--- src/rtl/key_shift_reg_if.sv ---
// Command/data bundle for the lockable key register: command inputs toward the
// register, key contents and status back from it.
interface key_shift_reg_if #(
   parameter int WIDTH = 64
);
   localparam int CW = $clog2(WIDTH + 1);

   logic             EN;
   logic [1:0]       MODE;
   logic [WIDTH-1:0] D;
   logic             SI;
   logic [WIDTH-1:0] Q;
   logic             SO;
   logic [CW-1:0]    CNT;
   logic             FULL;
   logic             LOCKED;

   modport master (
      output EN, MODE, D, SI,
      input  Q, SO, CNT, FULL, LOCKED
   );

   modport slave (
      input  EN, MODE, D, SI,
      output Q, SO, CNT, FULL, LOCKED
   );
endinterface

--- src/rtl/key_shift_reg.sv ---
// Lockable activation-key register: parallel load, serial scan in/out and a
// one-way lock that freezes the key and blanks scan-out until reset.
//
// state     | meaning
// ----------|--------------------------------------------------------------
// ST_OPEN   | commands accepted; CNT tracks EMPTY / FILLING / FULL
// ST_LOCKED | key frozen, all commands ignored, SO forced low; only R exits
module key_shift_reg #(
   parameter int               WIDTH    = 64,
   parameter logic [WIDTH-1:0] INIT     = '0,
   parameter bit               LOCKABLE = 1'b1
) (
   input logic            C,
   input logic            R,
   key_shift_reg_if.slave bus
);
   localparam int            CW      = $clog2(WIDTH + 1);
   localparam logic [CW-1:0] CNT_MAX = CW'(WIDTH);

   localparam logic [1:0] MODE_LOAD  = 2'b01;
   localparam logic [1:0] MODE_SHIFT = 2'b10;
   localparam logic [1:0] MODE_LOCK  = 2'b11;

   typedef enum logic {
      ST_OPEN,
      ST_LOCKED
   } lock_state_t;

   lock_state_t      state, state_nxt;
   logic [WIDTH-1:0] key, key_nxt;
   logic [CW-1:0]    cnt, cnt_nxt;
   logic             full;

   assign full = (cnt == CNT_MAX);

   always_ff @(posedge C or negedge R) begin
      if (!R) begin
         state <= ST_OPEN;
         key   <= INIT;
         cnt   <= '0;
      end else begin
         state <= state_nxt;
         key   <= key_nxt;
         cnt   <= cnt_nxt;
      end
   end

   always_comb begin
      state_nxt = state;
      key_nxt   = key;
      cnt_nxt   = cnt;
      if (state == ST_OPEN && bus.EN) begin
         case (bus.MODE)
            MODE_LOAD: begin
               key_nxt = bus.D;
               cnt_nxt = CNT_MAX;
            end
            MODE_SHIFT: begin
               key_nxt = {bus.SI, key[WIDTH-1:1]};
               // Saturate so a post-load scan-out check keeps the register FULL
               if (cnt != CNT_MAX) cnt_nxt = cnt + CW'(1);
            end
            MODE_LOCK: begin
               if (LOCKABLE && full) state_nxt = ST_LOCKED;
            end
            default: ;
         endcase
      end
   end

   assign bus.Q      = key;
   assign bus.CNT    = cnt;
   assign bus.FULL   = full;
   assign bus.LOCKED = (state == ST_LOCKED);
   assign bus.SO     = (state == ST_LOCKED) ? 1'b0 : key[0];
endmodule

--- src/flat_wrapper.sv ---
// flat-port wrapper written by rule: the top's interface ports become plain ports
module key_shift_reg_flat 
#(
   parameter int               WIDTH    = 64,
   parameter logic [WIDTH-1:0] INIT     = '0,
   parameter bit               LOCKABLE = 1'b1
)
  (C, R, bus_EN, bus_MODE, bus_D, bus_SI, bus_Q, bus_SO, bus_CNT, bus_FULL, bus_LOCKED);
  key_shift_reg_if #(.WIDTH(WIDTH)) bus_i ();
  input logic C;
  input logic R;
  input wire logic [$bits(bus_i.EN)-1:0] bus_EN;
  input wire logic [$bits(bus_i.MODE)-1:0] bus_MODE;
  input wire logic [$bits(bus_i.D)-1:0] bus_D;
  input wire logic [$bits(bus_i.SI)-1:0] bus_SI;
  output wire logic [$bits(bus_i.Q)-1:0] bus_Q;
  output wire logic [$bits(bus_i.SO)-1:0] bus_SO;
  output wire logic [$bits(bus_i.CNT)-1:0] bus_CNT;
  output wire logic [$bits(bus_i.FULL)-1:0] bus_FULL;
  output wire logic [$bits(bus_i.LOCKED)-1:0] bus_LOCKED;
  assign bus_i.EN = bus_EN;
  assign bus_i.MODE = bus_MODE;
  assign bus_i.D = bus_D;
  assign bus_i.SI = bus_SI;
  assign bus_Q = bus_i.Q;
  assign bus_SO = bus_i.SO;
  assign bus_CNT = bus_i.CNT;
  assign bus_FULL = bus_i.FULL;
  assign bus_LOCKED = bus_i.LOCKED;
  key_shift_reg #(.WIDTH(WIDTH), .INIT(INIT), .LOCKABLE(LOCKABLE)) u_core (.C(C), .R(R), .bus(bus_i));
endmodule
--- config.mk ---
export PLATFORM = sky130hd
export DESIGN_NAME = key_shift_reg_flat
export DESIGN_NICKNAME = d
export VERILOG_FILES = /design/src/rtl/key_shift_reg_if.sv /design/src/rtl/key_shift_reg.sv /design/src/flat_wrapper.sv
export SDC_FILE = /design/constraint.sdc
export NUM_CORES = 1
export LEC_CHECK = 0
export CAP_MARGIN = 20
export CORE_MARGIN = 4
export CORE_UTILIZATION = 45
export DETAILED_ROUTE_END_ITERATION = 6
export PLACE_DENSITY_LB_ADDON = 0.1
export SYNTH_ARGS = -nofsm -noshare
export SYNTH_HDL_FRONTEND = slang
export SYNTH_SLANG_ARGS = --single-unit
--- constraint.sdc ---
create_clock -name C -period 2.98 [get_ports C]
set_clock_uncertainty 0.05 [all_clocks]
set_input_delay 0.745 -clock C [delete_from_list [all_inputs] [get_ports C]]
set_output_delay 0.745 -clock C [all_outputs]
set_load 0.01 [all_outputs]
**Word-level counts from Yosys, hierarchy flattened**

Cells that the tools add are included.

- Bitwise operators: 1
- $lt $le $gt $ge: 0
- $add $sub $neg: 1
- Eq/ne operators: 6
- Reductions and logical operators: 5
- Multiply operators: 0
- Divide/modulo/power cells: 0
- Shifts and indexed selects: 0
- Mux-type cells: 4

Operators with widths:

| operator | number |
|---|---|
| $pmux 64 s2 | 1 |
| $pmux 7 s2 | 1 |
| $add 7x1->7 const B | 1 |
| $eq 7x7->1 const B | 1 |
| $mux 7 | 1 |
| $ne 7x7->1 const B | 1 |
| $reduce_and 3->1 | 2 |
| $eq 2x2->1 const B | 2 |
| $eq 2x1->1 const B | 1 |
| $ne 2x1->1 const B | 1 |
| $reduce_and 2->1 | 1 |
| $reduce_bool 2->1 | 1 |
| $logic_and 1x1->1 | 1 |
| $mux 1 | 1 |
| $not 1->1 | 1 |

- RAM bits: 0
- Bits in read-only memories: 0
- Output and inout port bits: 74
- Bits in latches: 0
- Bits in registers: 72
- Memories kept: 0

**Depth between registers and ports, before layout**

- Word-level depth: 3
- Depth in mapped cells: 7

**Least setup slack after synthesis**

No wires, ideal clock.

- Path kind: register to output
- From: reg u_core.cnt[5], in the netlist u_core.bus.CNT[5]
- To: out bus_FULL
- Path slack: 0.925 ns
- Path buffers: 0
- Required time: 2.185 ns
- Arrival: 1.260 ns
- Cell stages (with the launch flop): 3
- Cells stage by stage: dfrtp_1 -> or4_4 -> nor2_1

- Word-level cells in the longest chain between the ends: 1

RTL lines:

| what | RTL line | RTL |
|---|---|---|
| start, declared | key_shift_reg.sv:31 | `logic [CW-1:0] cnt, cnt_nxt;` |
| start signal, assigned | key_shift_reg.sv:44 | `cnt <= cnt_nxt;` |
| $eq 7x7->1 | key_shift_reg.sv:34 | `assign full = (cnt == CNT_MAX);` |
| end, declared | flat_wrapper.sv:19 | `output wire logic [$bits(bus_i.FULL)-1:0] bus_FULL;` |

Every way passes these cells.

**Worst setup path after layout**

Ends and elaborated chain as after synthesis.

==> flow_metrics.py <==
metrics = {
    "logic_synthesis": {
        "synth_area_per_cell_um2": 10.38,
        "mapped_cell_area_mm2": 0.003467,
        "synth_seq_area_share_pct": 51.97,
        "syn-instance-count": 334,
        "synthesis.yosys.warnings": 0,
        "mappedNetlistNets": 409,
        "synthDistinctLibCells": 30,
        "synth-seq-cells": 72,
    },
    "place": {
        "dpl.hpwl_um": 6029,
        "io_buffers": 143,
        "gpl.final_weighted_congestion": 0.8833,
    },
    "finish": {
        "mostFrequentLayoutCells": "142 x sky130_fd_sc_hd__clkdlybuf4s50_1, 72 x sky130_fd_sc_hd__dfrtp_1, 66 x sky130_fd_sc_hd__mux2i_1, 66 x sky130_fd_sc_hd__nor2_1, 64 x sky130_fd_sc_hd__a21oi_1",
        "flow.area_growth_from_synthesis_pct": 51.64,
        "mostFrequentLayoutCell": "sky130_fd_sc_hd__clkdlybuf4s50_1",
        "share_of_post_route_cells_with_drive_strength_above_1_pct": 6.289,
        "nNetsFinal": 547,
        "antenna-diode-count": 0,
    },
    "die": {
        "io-pin-count": 144,
        "floorplan.initialDensity_pct": 47.05,
        "placementRows": 31,
        "die_area_mm2": 0.009173,
        "floorplan.core_area_mm2": 0.007370,
        "die_x_um": 95.78,
        "chipHeight_um": 95.78,
    },
    "power_and_ir_drop": {
        "power.sequential.fraction_pct": 37.7,
        "finalPower_mw": 4.736,
        "powerDensity_mw_per_mm2": 900.8,
        "p_comb_share_pct": 42.0,
        "power.internal_mw": 3.169,
        "power_switching_share_pct": 33.08,
        "switchingPower_mw": 1.567,
        "clock_power_share_pct": 20.4,
        "power.leakage_nw": 2.110,
        "irDropWorstVdd_v": 0.0005044,
    },
    "timing": {
        "slew_headroom_pct": 40.70,
        "fmax_mhz": 349.2,
        "timing.final.crit_share_pct": 96.10,
        "finalHoldViolations": 0,
        "setup_repair_after_global_routing_missed_its_margin": "no",
        "post-route-min-period_ns": 2.864,
        "final_max_slew_viol_count": 0,
        "worst-slew-pin-transition_ns": 0.8895,
        "setup_tns_ns": 0,
        "setup_viol": 0,
    },
    "cts": {
        "clk-insertion-delay-late_ns": 0.33,
        "max-clock-path-buffers": 2,
        "post-cts-setup-buffers": 0,
        "cts.sink_count": 72,
        "ctsRootBufferMaster": "sky130_fd_sc_hd__clkbuf_8",
        "tritoncts.num_buffers": 9,
        "cts_tree": "built",
        "path_clk_slew_ns": 0.08,
        "htree_levels": 3,
    },
    "routing": {
        "wl_per_cell_um": 14.86,
        "drtIter0Drc": 89,
        "route.detailed.vias_per_inst": 5.104,
        "first_pass_iters": 4,
        "met3_length_um": 681,
        "detail_route.wirelength_um": 8558,
        "antenna_left": 0,
        "topRoutingLayerUsed": "met4",
        "drcViolationCount": 0,
        "vias": 2940,
        "wl_met1_um": 3773,
        "wl_met2_um": 3976,
    },
    "critical_path": {
        "path_buf_inv": 1,
        "setup.reg_to_reg.worst_slack_ns": 1.31,
        "timing.critical_path.cells": "or4_4, nor2_2, clkdlybuf4s50_1",
        "worst_ep_required_time_ns": 2.18,
        "end_kind": "output pin",
        "worst_r2r_path_depth": 3,
        "timing.critical_path.from_type": "flip-flop",
        "critPathCapture": "bus_FULL",
        "worst-path-stages": 3,
        "reg2reg_to": "u_core.bus.CNT[0]$_DFFE_PN0P_",
        "worstPathArrival_ns": 2.07,
        "critical_path.startpoint": "u_core.bus.CNT[5]$_DFFE_PN0P_",
        "critPathMaxFanout": 7,
        "critPathTopFamily": "simple AND/OR/NAND/NOR gates",
        "worst_r2r_startpoint": "u_core.bus.CNT[5]$_DFFE_PN0P_",
        "cp_slowest_stage_delay_ns": 0.58,
        "crit_path_top_delay_cell": "sky130_fd_sc_hd__or4_4",
        "criticalPathCategory": "reg -> out",
    },
    "min_path": {
        "worst_hold_path_type": "in -> async",
    },
    "grt": {
        "grt_max_degree": 121,
        "grt_pass1_wl_um": 13880,
        "grt_usage_pct": 19.34,
        "antenna_found_initial": 0,
        "gr-total-overflow": 0,
        "grt_pass1_vias": 2921,
    },
    "run_status": {
        "outcome": "complete, no violations",
    },
    "job": {
        "timing.max_cap.violations": 0,
    },
}
==> logic make-up after synthesis <==
logic type                 count (synthesis)  synth area share [%]
DFF                                       72                 51.97
and+or+nand+nor                           87                 11.26
buffers and inverters                     27                 3.609
muxes                                     66                 19.05
AOI/OAI and AO/OA                         77                 12.31
adders and majority gates                  5                 1.804
==> cell type report <==
cell class                 count  area, um2
clock buffer                  12      155.1
clock inverter                 4      98.84
fill                         552       2112
inverter                       5      18.77
multi-input combinational    235       1560
sequential                    72       1802
tap                           99      123.9
timing repair buffer         149       1499
==> synthesized netlist by cell type <==
cell / number / share of area [%]
sky130_fd_sc_hd__a211o_2: 1 / 0.29
sky130_fd_sc_hd__a21oi_1: 64 / 9.2
sky130_fd_sc_hd__a311o_1: 1 / 0.29
sky130_fd_sc_hd__a31o_2: 1 / 0.25
sky130_fd_sc_hd__a31oi_1: 1 / 0.18
sky130_fd_sc_hd__and3_1: 2 / 0.36
sky130_fd_sc_hd__and4_1: 1 / 0.25
sky130_fd_sc_hd__and4bb_2: 1 / 0.36
sky130_fd_sc_hd__buf_2: 19 / 2.7
sky130_fd_sc_hd__clkbuf_1: 3 / 0.32
sky130_fd_sc_hd__dfrtp_1: 72 / 52
sky130_fd_sc_hd__ha_1: 5 / 1.8
sky130_fd_sc_hd__inv_1: 5 / 0.54
sky130_fd_sc_hd__mux2i_1: 66 / 19
sky130_fd_sc_hd__nand2_1: 2 / 0.22
sky130_fd_sc_hd__nand2b_1: 1 / 0.18
sky130_fd_sc_hd__nand3_1: 3 / 0.43
sky130_fd_sc_hd__nand4b_1: 1 / 0.25
sky130_fd_sc_hd__nor2_1: 67 / 7.3
sky130_fd_sc_hd__nor2b_1: 3 / 0.54
sky130_fd_sc_hd__nor3b_1: 3 / 0.65
sky130_fd_sc_hd__o2111ai_1: 1 / 0.25
sky130_fd_sc_hd__o211ai_1: 1 / 0.22
sky130_fd_sc_hd__o21ai_0: 2 / 0.29
sky130_fd_sc_hd__o221a_2: 1 / 0.32
sky130_fd_sc_hd__o221ai_1: 1 / 0.25
sky130_fd_sc_hd__o2bb2ai_1: 2 / 0.51
sky130_fd_sc_hd__o31ai_1: 1 / 0.22
sky130_fd_sc_hd__or4_1: 2 / 0.43
sky130_fd_sc_hd__or4_4: 1 / 0.32
==> worst register-to-register path: stages (launching register included) <==
cell and delay [ns]:
sky130_fd_sc_hd__dfrtp_1 0.45, sky130_fd_sc_hd__or4_4 0.58, sky130_fd_sc_hd__or4_1 0.42, sky130_fd_sc_hd__o211ai_1 0.10
==> state kept, by name, indices dropped and copies added, names as in the netlist <==
signal,count
u_core.bus.Q,64
u_core.bus.CNT,7
u_core.bus.LOCKED,1
==> stage by stage <==
| step | hold slack (ns) | setup slack (ns) | util, % | std cells | instance area, um2 |
|---|---|---|---|---|---|
| floorplan | 0.3994 | 0.9246 | - | 334 | 3467 |
| global placement | 0.4808 | 0.3960 | 67.86 | 560 | 5001 |
| detailed placement | 0.4947 | 0.3387 | 67.86 | 560 | 5001 |
| CTS | 0.5126 | 0.02160 | 71.31 | 576 | 5255 |
| global route | 0.5458 | 0.02354 | 71.34 | 576 | 5258 |
| finish | 0.4735 | 0.1163 | 71.34 | 576 | 5258 |
==> metal layers <==
layer  up-vias  global-route usage, %
met5         -                      0
li1       1456                      -
met3        11                  5.317
met2       110                  29.94
met1      1363                  25.72
met4         0                  7.820
==> power by group through the flow <==
stage	Clock (mW)	Combinational [mW]	Sequential, mW
after floorplan	0	0.660	1.94
after global placement	0	1.96	1.78
after detailed placement	0	2.01	1.80
after CTS	0.990	2.01	1.79
after global routing	1.03	2.18	1.86
final	0.965	1.99	1.78
==> how the worst min path moves through the flow <==
stage | startpoint | endpoint | slack [ns] | cells past startpoint
finish | R | u_core.bus.CNT[0]$_DFFE_PN0P_ | 0.47 | 1
global route | u_core.bus.Q[26]$_DFFE_PN0P_ | u_core.bus.Q[26]$_DFFE_PN0P_ | 0.55 | 2
CTS | u_core.bus.Q[15]$_DFFE_PN0P_ | u_core.bus.Q[15]$_DFFE_PN0P_ | 0.51 | 2
detailed placement | u_core.bus.Q[61]$_DFFE_PN0P_ | u_core.bus.Q[61]$_DFFE_PN0P_ | 0.49 | 2
floorplan | R | u_core.bus.CNT[0]$_DFFE_PN0P_ | 0.40 | 0
global placement | u_core.bus.Q[28]$_DFFE_PN0P_ | u_core.bus.Q[28]$_DFFE_PN0P_ | 0.48 | 2
==> what timing repair did <==
| action | 4_1_cts | 5_1_grt |
|---|---|---|
| hold endpoints to repair | 0 | 0 |
| gates resized for setup | 0 | 1 |
| hold buffers | 0 | 0 |
| setup endpoints to repair | 0 | 1 |
Note: power is estimated with default switching activity, not from simulation.
